===== src/rtl/serial_subtractor.sv =====
// Bit-serial subtractor: diff = a - b - bin, one bit per clock, LSB first.
// One full-subtractor cell plus a registered borrow, sequenced by a start/done FSM.
module serial_subtractor #(
    parameter int WIDTH = 8
) (
    input  logic             clk,
    input  logic             rst,
    input  logic             start,
    input  logic [WIDTH-1:0] a,
    input  logic [WIDTH-1:0] b,
    input  logic             bin,
    output logic             busy,
    output logic             done,
    output logic [WIDTH-1:0] diff,
    output logic             bout
);
    localparam int CW = (WIDTH > 1) ? $clog2(WIDTH) : 1;

    typedef enum logic [1:0] {IDLE, SHIFT, DONE} state_t;

    state_t           state_q;
    logic [WIDTH-1:0] sa_q, sb_q, sd_q;
    logic             br_q;
    logic [CW-1:0]    cnt_q;
    logic             busy_q, done_q, bout_q;
    logic [WIDTH-1:0] diff_q;

    logic             d_bit;
    logic             br_d;
    logic [WIDTH-1:0] sd_d;
    logic             last_bit;

    assign d_bit    = sa_q[0] ^ sb_q[0] ^ br_q;
    assign br_d     = (~sa_q[0] & sb_q[0]) | (~(sa_q[0] ^ sb_q[0]) & br_q);
    assign sd_d     = {d_bit, sd_q[WIDTH-1:1]};
    assign last_bit = (cnt_q == CW'(WIDTH - 1));

    always_ff @(posedge clk or posedge rst) begin
        if (rst) begin
            state_q <= IDLE;
            sa_q    <= '0;
            sb_q    <= '0;
            sd_q    <= '0;
            br_q    <= 1'b0;
            cnt_q   <= '0;
            busy_q  <= 1'b0;
            done_q  <= 1'b0;
            diff_q  <= '0;
            bout_q  <= 1'b0;
        end else begin
            case (state_q)
                IDLE, DONE: begin
                    done_q <= 1'b0;
                    if (start) begin
                        sa_q    <= a;
                        sb_q    <= b;
                        br_q    <= bin;
                        sd_q    <= '0;
                        cnt_q   <= '0;
                        busy_q  <= 1'b1;
                        state_q <= SHIFT;
                    end else begin
                        busy_q  <= 1'b0;
                        state_q <= IDLE;
                    end
                end
                SHIFT: begin
                    sa_q  <= sa_q >> 1;
                    sb_q  <= sb_q >> 1;
                    sd_q  <= sd_d;
                    br_q  <= br_d;
                    cnt_q <= cnt_q + 1'b1;
                    // The visible result is taken from the next-state values so it includes the MSB.
                    if (last_bit) begin
                        diff_q  <= sd_d;
                        bout_q  <= br_d;
                        done_q  <= 1'b1;
                        busy_q  <= 1'b0;
                        state_q <= DONE;
                    end
                end
                default: begin
                    busy_q  <= 1'b0;
                    done_q  <= 1'b0;
                    state_q <= IDLE;
                end
            endcase
        end
    end

    assign busy = busy_q;
    assign done = done_q;
    assign diff = diff_q;
    assign bout = bout_q;

endmodule


===== config.mk =====
export PLATFORM = sky130hd
export DESIGN_NAME = serial_subtractor
export DESIGN_NICKNAME = d
export VERILOG_FILES = /design/src/rtl/serial_subtractor.sv
export SDC_FILE = /design/constraint.sdc
export NUM_CORES = 1
export LEC_CHECK = 0
export BUFFER_PORTS_ARGS = -buffer_cell sky130_fd_sc_hd__buf_2
export CAP_MARGIN = 5
export CORE_AREA = 2 2 73 75
export DETAILED_ROUTE_END_ITERATION = 8
export DIE_AREA = 0 0 75 77
export PLACE_DENSITY_LB_ADDON = 0.05
export RECOVER_POWER = 25
export SLEW_MARGIN = 20
export SYNTH_ARGS = -nofsm -noshare
export SYNTH_HDL_FRONTEND = slang
export SYNTH_SLANG_ARGS = --single-unit

===== constraint.sdc =====
create_clock -name clk -period 1.6 [get_ports clk]
set_input_delay 0.08 -clock clk [delete_from_list [all_inputs] [get_ports clk]]
set_output_delay 0.08 -clock clk [all_outputs]
set_load 0.02 [all_outputs]

# [Yosys cells after proc, flatten, opt, wreduce, memory -nomap -nowiden]
# Cells that the tools add are included.
[word_totals] out_inout_bits=11 word_cells=46 in_bits=20 register_bits=41
[op_classes] n_eq_ne=5 n_addsub=1 n_mux=18 n_bitwise=7 reduce_logical=5
[ops] op="case mux 8 bit (2 select lines)" n=3
[ops] op="two-way mux 8 bit" n=3
[ops] op="two-way mux 1 bit" n=6
[ops] op="case mux 3 bit (2 select lines)" n=1
[ops] op="!= test 2 bit (second input constant)" n=2
[ops] op="case mux 1 bit (2 select lines)" n=2
[ops] op="case mux 2 bit (2 select lines)" n=1
[ops] op="AND reduction 2 bit" n=2
[ops] op="adder 3 x 1 -> 3 bit (second input constant)" n=1
[ops] op="equality test 3 bit (second input constant)" n=1
[ops] op="two-way mux 3 bit" n=1
[ops] op="AND 1 bit" n=2
[ops] op="equality test 2 x 1 -> 1 bit (second input constant)" n=1
[ops] op="equality test 2 bit (second input constant)" n=1
[ops] op="zero test 2 bit" n=1
[ops] op="two-way mux 2 bit" n=1
[ops] op="NOT 1 bit" n=2
[ops] op="nonzero test 2 bit" n=1
[ops] op="OR reduction 2 bit" n=1
[ops] op="XOR 1 bit" n=2
[ops] op="OR 1 bit" n=1

# [Longest topological paths before layout]
# Gate-level depths: netlist of the first run.
[logic_depth] depth_word=5 mapped_depth=6 ltp_nobuf=5

# [Worst setup path before layout of the first run]
# Ideal clock, no wire load.
[synth_path] path_type="register to register" start="register cnt_q[0]" end="register diff_q[0], in the netlist diff[0]" required_time_ns=1.475 arrival_time_ns=1.306 path_stages_with_launch=6 n_path_buf=1 slack_ns=0.168 setup_ns=0.125 period_less_slack_ns=1.432 cell_sequence="dfrtp_1 > ha_1 > ha_1 > nand3b_4 > buf_6 > mux2_4"
[synth_between] elab_chain_len=2
[synth_rtl] item="from (decl)" line_no="24" rtl="logic [CW-1:0] cnt_q;"
[synth_rtl] item="from (signal assigned)" line_no="72" rtl="cnt_q <= cnt_q + 1'b1;"
[synth_rtl] item="equality test 3 bit" line_no="36" rtl="assign last_bit = (cnt_q == CW'(WIDTH - 1));"
[synth_rtl] item="AND reduction 2 bit (no line)"
[synth_rtl] item="to (signal assigned)" line_no="48" rtl="diff_q <= '0;"
[synth_rtl] item="to (signal assigned)" line_no="75" rtl="diff_q <= sd_d;"
[synth_rtl] item="to (decl)" line_no="26" rtl="logic [WIDTH-1:0] diff_q;"
# No other way between the ends.
# A chain may end at the register's enable or synchronous reset.

# [Final worst setup path of the first run]
[layout_path] start="register cnt_q[0]" end="register diff_q[6], in the netlist diff[6]"
# Same word-level chain as after synthesis.

==> results of run 1 <==
-- state kept, by name, summed over array words and instances, names as in the netlist --
signal,cells
diff,8
sa_q,8
sb_q,8
sd_q,7
cnt_q,3
bout,1
br_q,1
busy,1
done,1
state_q,1
-- where the power goes --
| part | total, mW | internal [mW] | switching [mW] |
|---|---|---|---|
| Sequential | 1.72 | 1.45 | 0.272 |
| Clock | 0.839 | 0.504 | 0.334 |
| Combinational | 1.72 | 0.850 | 0.873 |
| Total | 4.28 | 2.80 | 1.48 |
-- final cells by class --
class | instances | area, um^2
clock inverter | 2 | 35.0
clock buffer | 6 | 82.6
tap | 70 | 87.6
sequential | 39 | 976
fill | 492 | 2930
inverter | 5 | 18.8
multi-input combinational | 83 | 628
timing repair buffer | 38 | 223
-- kinds of logic (layout without fill, tap and decap cells) --
| group | Yosys count | after routing | synth area share |
|---|---|---|---|
| compound gates | 34 | 34 | 0.140 |
| fa+ha+maj | 3 | 3 | 0.0264 |
| buf+inv | 15 | 51 | 0.0580 |
| flops | 39 | 39 | 0.573 |
| mux | 13 | 13 | 0.0992 |
| simple gates | 33 | 33 | 0.103 |
-- repair_timing --
item,CTS,global route
endpoints found under the hold margin,39,0
hold buffers,1,0
gates resized for setup,0,0
setup endpoints to repair,0,1
-- through the flow --
stage                     hold slack [ns]  setup WS, ns  utilization
after global placement              0.225         0.117        0.387
after detailed placement            0.233        0.0876        0.387
after global routing               0.0378       0.00246        0.412
after floorplan                     0.220         0.168            -
after CTS                         0.00491        0.0568        0.413
final                              0.0150        0.0839        0.412
-- per-layer routing --
metal	vias to the layer above	wire length [um]	global-route usage
met3	5	113	0.0460
met4	0	34	0.0375
met2	21	1630	0.203
li1	564	-	-
met5	-	0	0
met1	565	1500	0.165
-- layout by cell type, fill, tap and decap left out, drive strengths merged --
| cell type | netlist | layout |
|---|---|---|
| a211oi | 3 | 3 |
| a21oi | 4 | 4 |
| a221oi | 1 | 1 |
| a22o | 11 | 11 |
| and2b | 1 | 1 |
| buf | 10 | 36 |
| bufinv | 0 | 1 |
| clkbuf | 0 | 7 |
| clkinv | 0 | 1 |
| dfrtp | 39 | 39 |
| dlygate4sd3 | 0 | 1 |
| fa | 1 | 1 |
| ha | 2 | 2 |
| inv | 5 | 5 |
| mux2 | 10 | 10 |
| mux2i | 3 | 3 |
| nand2 | 1 | 1 |
| nand2b | 2 | 2 |
| nand3 | 1 | 1 |
| nand3b | 1 | 1 |
| nor2 | 13 | 13 |
| nor2b | 4 | 4 |
| nor3 | 10 | 10 |
| o21ai | 3 | 3 |
| o22ai | 11 | 11 |
| o31ai | 1 | 1 |
-- worst reg2reg max path: stages (launching register included) --
cell and delay, ns:
dfrtp_1 0.40, ha_1 0.20, ha_1 0.24, nand3b_4 0.21
mux2_2 0.36
-- worst min-delay path by stage --
stage	start	to	cells past startpoint
final	a[7]	sa_q[7]$_DFFE_PP0P_	2
after global routing	a[7]	sa_q[7]$_DFFE_PP0P_	2
after CTS	a[7]	sa_q[7]$_DFFE_PP0P_	2
after detailed placement	rst	diff[7]$_DFFE_PP0P_	3
after global placement	rst	diff[5]$_DFFE_PP0P_	3
after floorplan	a[7]	sa_q[7]$_DFFE_PP0P_	1
==> results.md, run 1 <==
- Final Hold Vio Count: 0
- Routed vias: 1,155
- Fin crit share: 0.948
- GRT Util Overall: 0.129
- Layout cells sized above 1: 0.329
- Skew final: 0.00372 ns
- Setup crit end kind: flip-flop
- Total CTS buffers: 5
- Max incr delay on CP: roughly 0.40 ns
- WP depth: 4
- Layout Nets: between 150 and 200
- Peak supply drop: 0.695 mV
- Crit-path max FO: 11
- Core area: 0.00498 mm^2
- Gpl congestion: 0.729
- Top-area cell type share of the netlist area: 0.573
- CP bufs+invs: 0
- CTS clk-pin slew, worst paths: 0.08 ns
- Worst slew margin: 0.365
- Largest net degree at the start of global routing: 40
- Post-synth EDFFs: 0
- Top post-synthesis cells by count: dfrtp_1 (39), nor2_1 (12), a22o_1 (11), o22ai_1 (11), nor3_1 (10)
- Detailed placement HPWL: 2220 um
- Initial antenna violation count: 0
- Antenna violation net count after detailed routing: 0
- Largest delay contributor family on the critical path: adder cells
- WP data required: 1.77 ns
- CTS tree: yes
- Worst EP arrival: 1.69 ns
- Die H: 77 um
- Leakage power: 0.991 nW
- First-pass GRT wire length: roughly 5600 um
- Setup TNS: 0 ns
- Final setup fails: 0
- WS Path Type: flip-flop to flip-flop
- DRT Wirelength: approximately 3300 um
- Startpoint Class: flip-flop
- Area contributors post-synth: dfrtp_1 (57%), mux2_4 (6.2%), a22o_1 (5.7%)
- Status: finished clean
- Most frequent CP cell: ha_1
- Max Freq: 660 MHz
- IO Port Bufs: 30
- Placed cells: between 200 and 250
- Gate count after technology mapping: around 140
- Post-CTS setup buffers: 0
- Avg WL per Cell: 13.5 um
- H-Tree Depth: 2
- Reg-to-reg slack, setup: 0.08 ns
- Clk_lat worst skew: 0.28 ns
- CP cell instances: ha_1 > ha_1 > nand3b_4 > mux2_2
- Worst r2r path cells: 4
- Die X: 75 um
- Worst-Margin Slew: 0.952 ns
- Yosys top cell by area: dfrtp_1
- Post-Syn Area: ~0.0017 mm^2
- Worst R2R End: diff[6]$_DFFE_PP0P_
- Die area: 0.00578 mm^2
- Drt pass-1 iters: 4
- CTS root buf: clkbuf_8
- Ys async rst share: 1.00
- RSZ-0062 raised after global routing: no
- Placed Area: 0.00193 mm^2
- Mapped Nets: 160
- Row cnt: 26
- Cell with the most instances after synthesis: dfrtp_1
- Design area: 0.00205 mm^2
- Worst min path class: primary input to flip-flop
- Total power: approximately 4.3 mW
- Avg Inst Size Synth: 12.4 um^2
- Synthesis-stage register bit count: 39
- Crit path to: diff[6]$_DFFE_PP0P_
- Max Cap Violations: 0
- PwrDens: 2090 mW/mm^2
- CTS Buffer Depth: 2
- Top_reg_cell synth: dfrtp_1
- Initial Util: 0.342
- Clock sink count: 39
- Vias in the first global route: 1,184
- Initial DRC Count: 29
- Warnings, synthesis: 0
- Slew Viols, Final: 0
- ANT cells: 0
- Synth cell types: 26
- Post-Layout Cell Count: approximately 240
- I/O pin count: 31
- Congestion Overflow GR: 0
- Register area share after synthesis: 0.573
- DR DRC count: 0
- Worst setup startpoint: cnt_q[0]$_DFFE_PP0P_
- FF-to-FF Start: cnt_q[0]$_DFFE_PP0P_
- Slowest cell on the critical path: dfrtp_1
- Period minus WS final: 1.52 ns
- Synth-to-layout area growth: 20.4%
- Avg Vias per Cell: 4.75
Note: power is estimated with default switching activity, not from simulation.
==> run 2, diff against run 1 <==
--- a/config.mk
+++ b/config.mk
@@ -9,4 +9,5 @@
 export CAP_MARGIN = 5
 export CORE_AREA = 2 2 73 75
+export CTS_BUF_LIST = sky130_fd_sc_hd__clkbuf_8
 export DETAILED_ROUTE_END_ITERATION = 8
 export DIE_AREA = 0 0 75 77
==> constraint.sdc (replaced) <==
create_clock -name clk -period 1.6 [get_ports clk]
set_input_delay 0.24 -clock clk [delete_from_list [all_inputs] [get_ports clk]]
set_output_delay 0.24 -clock clk [all_outputs]
set_load 0.02 [all_outputs]
==> results.md, run 2 (synthesis gave the netlist of run 1 again) <==
- Status: finished clean (unchanged)
- Layout cells sized above 1: 0.331 (was 0.329)
- RSZ-0062 raised after global routing: no (unchanged)
- Leakage power: 0.987 nW (was 0.991 nW)
- CP bufs+invs: 0 (unchanged)
- Hold Path Sink: sa_q[7]$_DFFE_PP0P_ (unchanged)
- Routed vias: 1,146 (was 1,155)
- Synth-to-layout area growth: 19.8% (was 20.4%)
- CTS clk-pin slew, worst paths: 0.08 ns (about the same)
- Switching power: 1.48 mW (about the same)
- Layout Nets: 194 (was 195)
- Setup TNS: 0 ns (unchanged)
- Total CTS buffers: 5 (unchanged)
- Row cnt: 26 (unchanged)
- Max incr delay on CP: 0.40 ns (about the same)
- Period minus WS final: 1.52 ns (about the same)
- Clock Power Share: 0.196 (about the same)
- Crit-path max FO: 11 (unchanged)
- Detailed placement HPWL: 2220 um (unchanged)
- Sw Share: 0.346 (was 0.345)
- Post-CTS setup buffers: 0 (unchanged)
- Post-layout util: 0.410 (was 0.412)
- Fill count: 492 (unchanged)
- DR DRC count: 0 (unchanged)
- Reg-to-reg slack, setup: 0.08 ns (about the same)
- Slowest cell on the critical path: dfrtp_1 (unchanged)
- Initial Util: 0.342 (unchanged)
- Met2 GRT Util: 0.195 (was 0.203)
- Die H: 77 um (unchanged)
- Commonest non-fill, non-tap cell in the layout: dfrtp_1 (unchanged)
- Worst EP arrival: 1.69 ns (about the same)
- Max Cap Violations: 0 (unchanged)
- Congestion Overflow GR: 0 (unchanged)
- Worst min path class: primary input to flip-flop (unchanged)
- Largest net degree at the start of global routing: 40 (unchanged)
- H-Tree Depth: 2 (unchanged)
- WS Path Type: flip-flop to flip-flop (unchanged)
- Initial DRC Count: 23 (was 29)
- Placed cells: 234 (unchanged)
- Antenna violation net count after detailed routing: 0 (unchanged)
- CP cell instances: ha_1 > ha_1 > nand3b_4 > mux2_2 (unchanged)
- Setup crit end kind: flip-flop (unchanged)
- Most frequent CP cell: ha_1 (unchanged)
- I/O pin count: 31 (unchanged)
- Post-Layout Cell Count: 242 (was 243)
- Clock sink count: 39 (unchanged)
- Avg WL per Cell: 13.5 um (about the same)
- WP data required: 1.77 ns (about the same)
- PwrDens: 2100 mW/mm^2 (was 2090 mW/mm^2)
- CTS root buf: clkbuf_8 (unchanged)
- CTS Buffer Depth: 2 (unchanged)
- CTS tree: yes (unchanged)
- Fin crit share: 0.948 (about the same)
- GRT Util Overall: 0.128 (was 0.129)
- Die X: 75 um (unchanged)
- Layer with the highest usage: met2 (unchanged)
- Hold-critical path depth: 2 (unchanged)
- Startpoint Class: flip-flop (unchanged)
- ANT cells: 0 (unchanged)
- First-pass GRT wire length: 5540 um (was 5550 um)
- IO Port Bufs: 30 (unchanged)
- Met3 usage: 0.0460 (unchanged)
- Skew final: 0.00380 ns (was 0.00372 ns)
- Avg Vias per Cell: 4.74 (was 4.75)
- Combinational share of power: 0.402 (about the same)
- Min-delay src: a[7] (unchanged)
- Largest delay contributor family on the critical path: adder cells (unchanged)
- Clk_lat worst skew: 0.28 ns (about the same)
- DRT Wirelength: 3270 um (was 3280 um)
- Worst r2r path cells: 4 (unchanged)
- Internal: 2.80 mW (about the same)
- Max Freq: 659 MHz (was 660 MHz)
- Commonest non-fill, non-tap cells in the layout: dfrtp_1 (39), buf_2 (30), nor2_1 (12), o22ai_1 (11), a22o_1 (11) (unchanged)
- Core area: 0.00498 mm^2 (unchanged)
- FF-to-FF Start: cnt_q[0]$_DFFE_PP0P_ (unchanged)
- Gpl congestion: 0.729 (unchanged)
- WHS: 0.175 ns (was 0.0150 ns)
- # hold bufs at CTS: 0 (was 1)
- Power share of the sequential group: 0.402 (about the same)
- Initial antenna violation count: 0 (unchanged)
- Peak supply drop: 0.695 mV (about the same)
- Vias in the first global route: 1,160 (was 1,184)
- Worst slew margin: 0.365 (about the same)
- Drt pass-1 iters: 4 (unchanged)
- Worst R2R End: diff[6]$_DFFE_PP0P_ (unchanged)
- Post_cts resized: 0 (unchanged)
- Worst-Margin Slew: 0.953 ns (was 0.952 ns)
- Die area: 0.00578 mm^2 (unchanged)
- Final Hold Vio Count: 0 (unchanged)
- Slew Viols, Final: 0 (unchanged)
- GRT met1 Usage: 0.171 (was 0.165)
- Final setup fails: 0 (unchanged)
run 2: layout make-up:
type,instances,area (um^2),share of cell area
Clock inverter,2,35.0,0.0172
Clock buffer,6,82.6,0.0405
Multi-Input combinational cell,83,628,0.308
Timing Repair Buffer,37,213,0.104
Tap cell,70,87.6,0.0429
Sequential cell,39,976,0.478
Inverter,5,18.8,0.00920
run 2: layer usage:
layer	vias to the layer above	part of all wire
met4	0	0.010
met5	-	0
met2	21	0.49
li1	562	-
met3	5	0.035
met1	558	0.47
run 2: power by group through the flow:
stage	Sequential, mW	Combinational [mW]	Clock [mW]
floorplan	1.83	1.22	0
global placement	1.74	1.74	0
detailed placement	1.75	1.76	0
CTS	1.73	1.77	0.879
global route	1.79	1.93	0.925
finish	1.72	1.72	0.839
run 2: worst register-to-register path: stages (launching register included):
cell	delay, ns
dfrtp_1	0.40
ha_1	0.20
ha_1	0.24
nand3b_4	0.21
mux2_2	0.36
run 2: stage by stage:
step           power, mW  area, um^2  setup WS (ns)
5_1_grt             4.64        2040        0.00246
3_5_place_dp        3.51        1930         0.0876
4_1_cts             4.38        2040         0.0568
2_1_floorplan       3.05        1700          0.168
3_3_place_gp        3.47        1930          0.117
6_report            4.28        2040         0.0834
run 2: worst max path at each step:
stage,startpoint,cells past startpoint,endpoint,slack (ns)
after global routing,cnt_q[0]$_DFFE_PP0P_,4,diff[6]$_DFFE_PP0P_,0.002
after detailed placement,cnt_q[0]$_DFFE_PP0P_,4,diff[6]$_DFFE_PP0P_,0.09
after CTS,cnt_q[0]$_DFFE_PP0P_,4,diff[6]$_DFFE_PP0P_,0.06
after global placement,cnt_q[0]$_DFFE_PP0P_,4,diff[6]$_DFFE_PP0P_,0.12
after floorplan,cnt_q[0]$_DFFE_PP0P_,5,diff[0]$_DFFE_PP0P_,0.17
final,cnt_q[0]$_DFFE_PP0P_,4,diff[6]$_DFFE_PP0P_,0.08
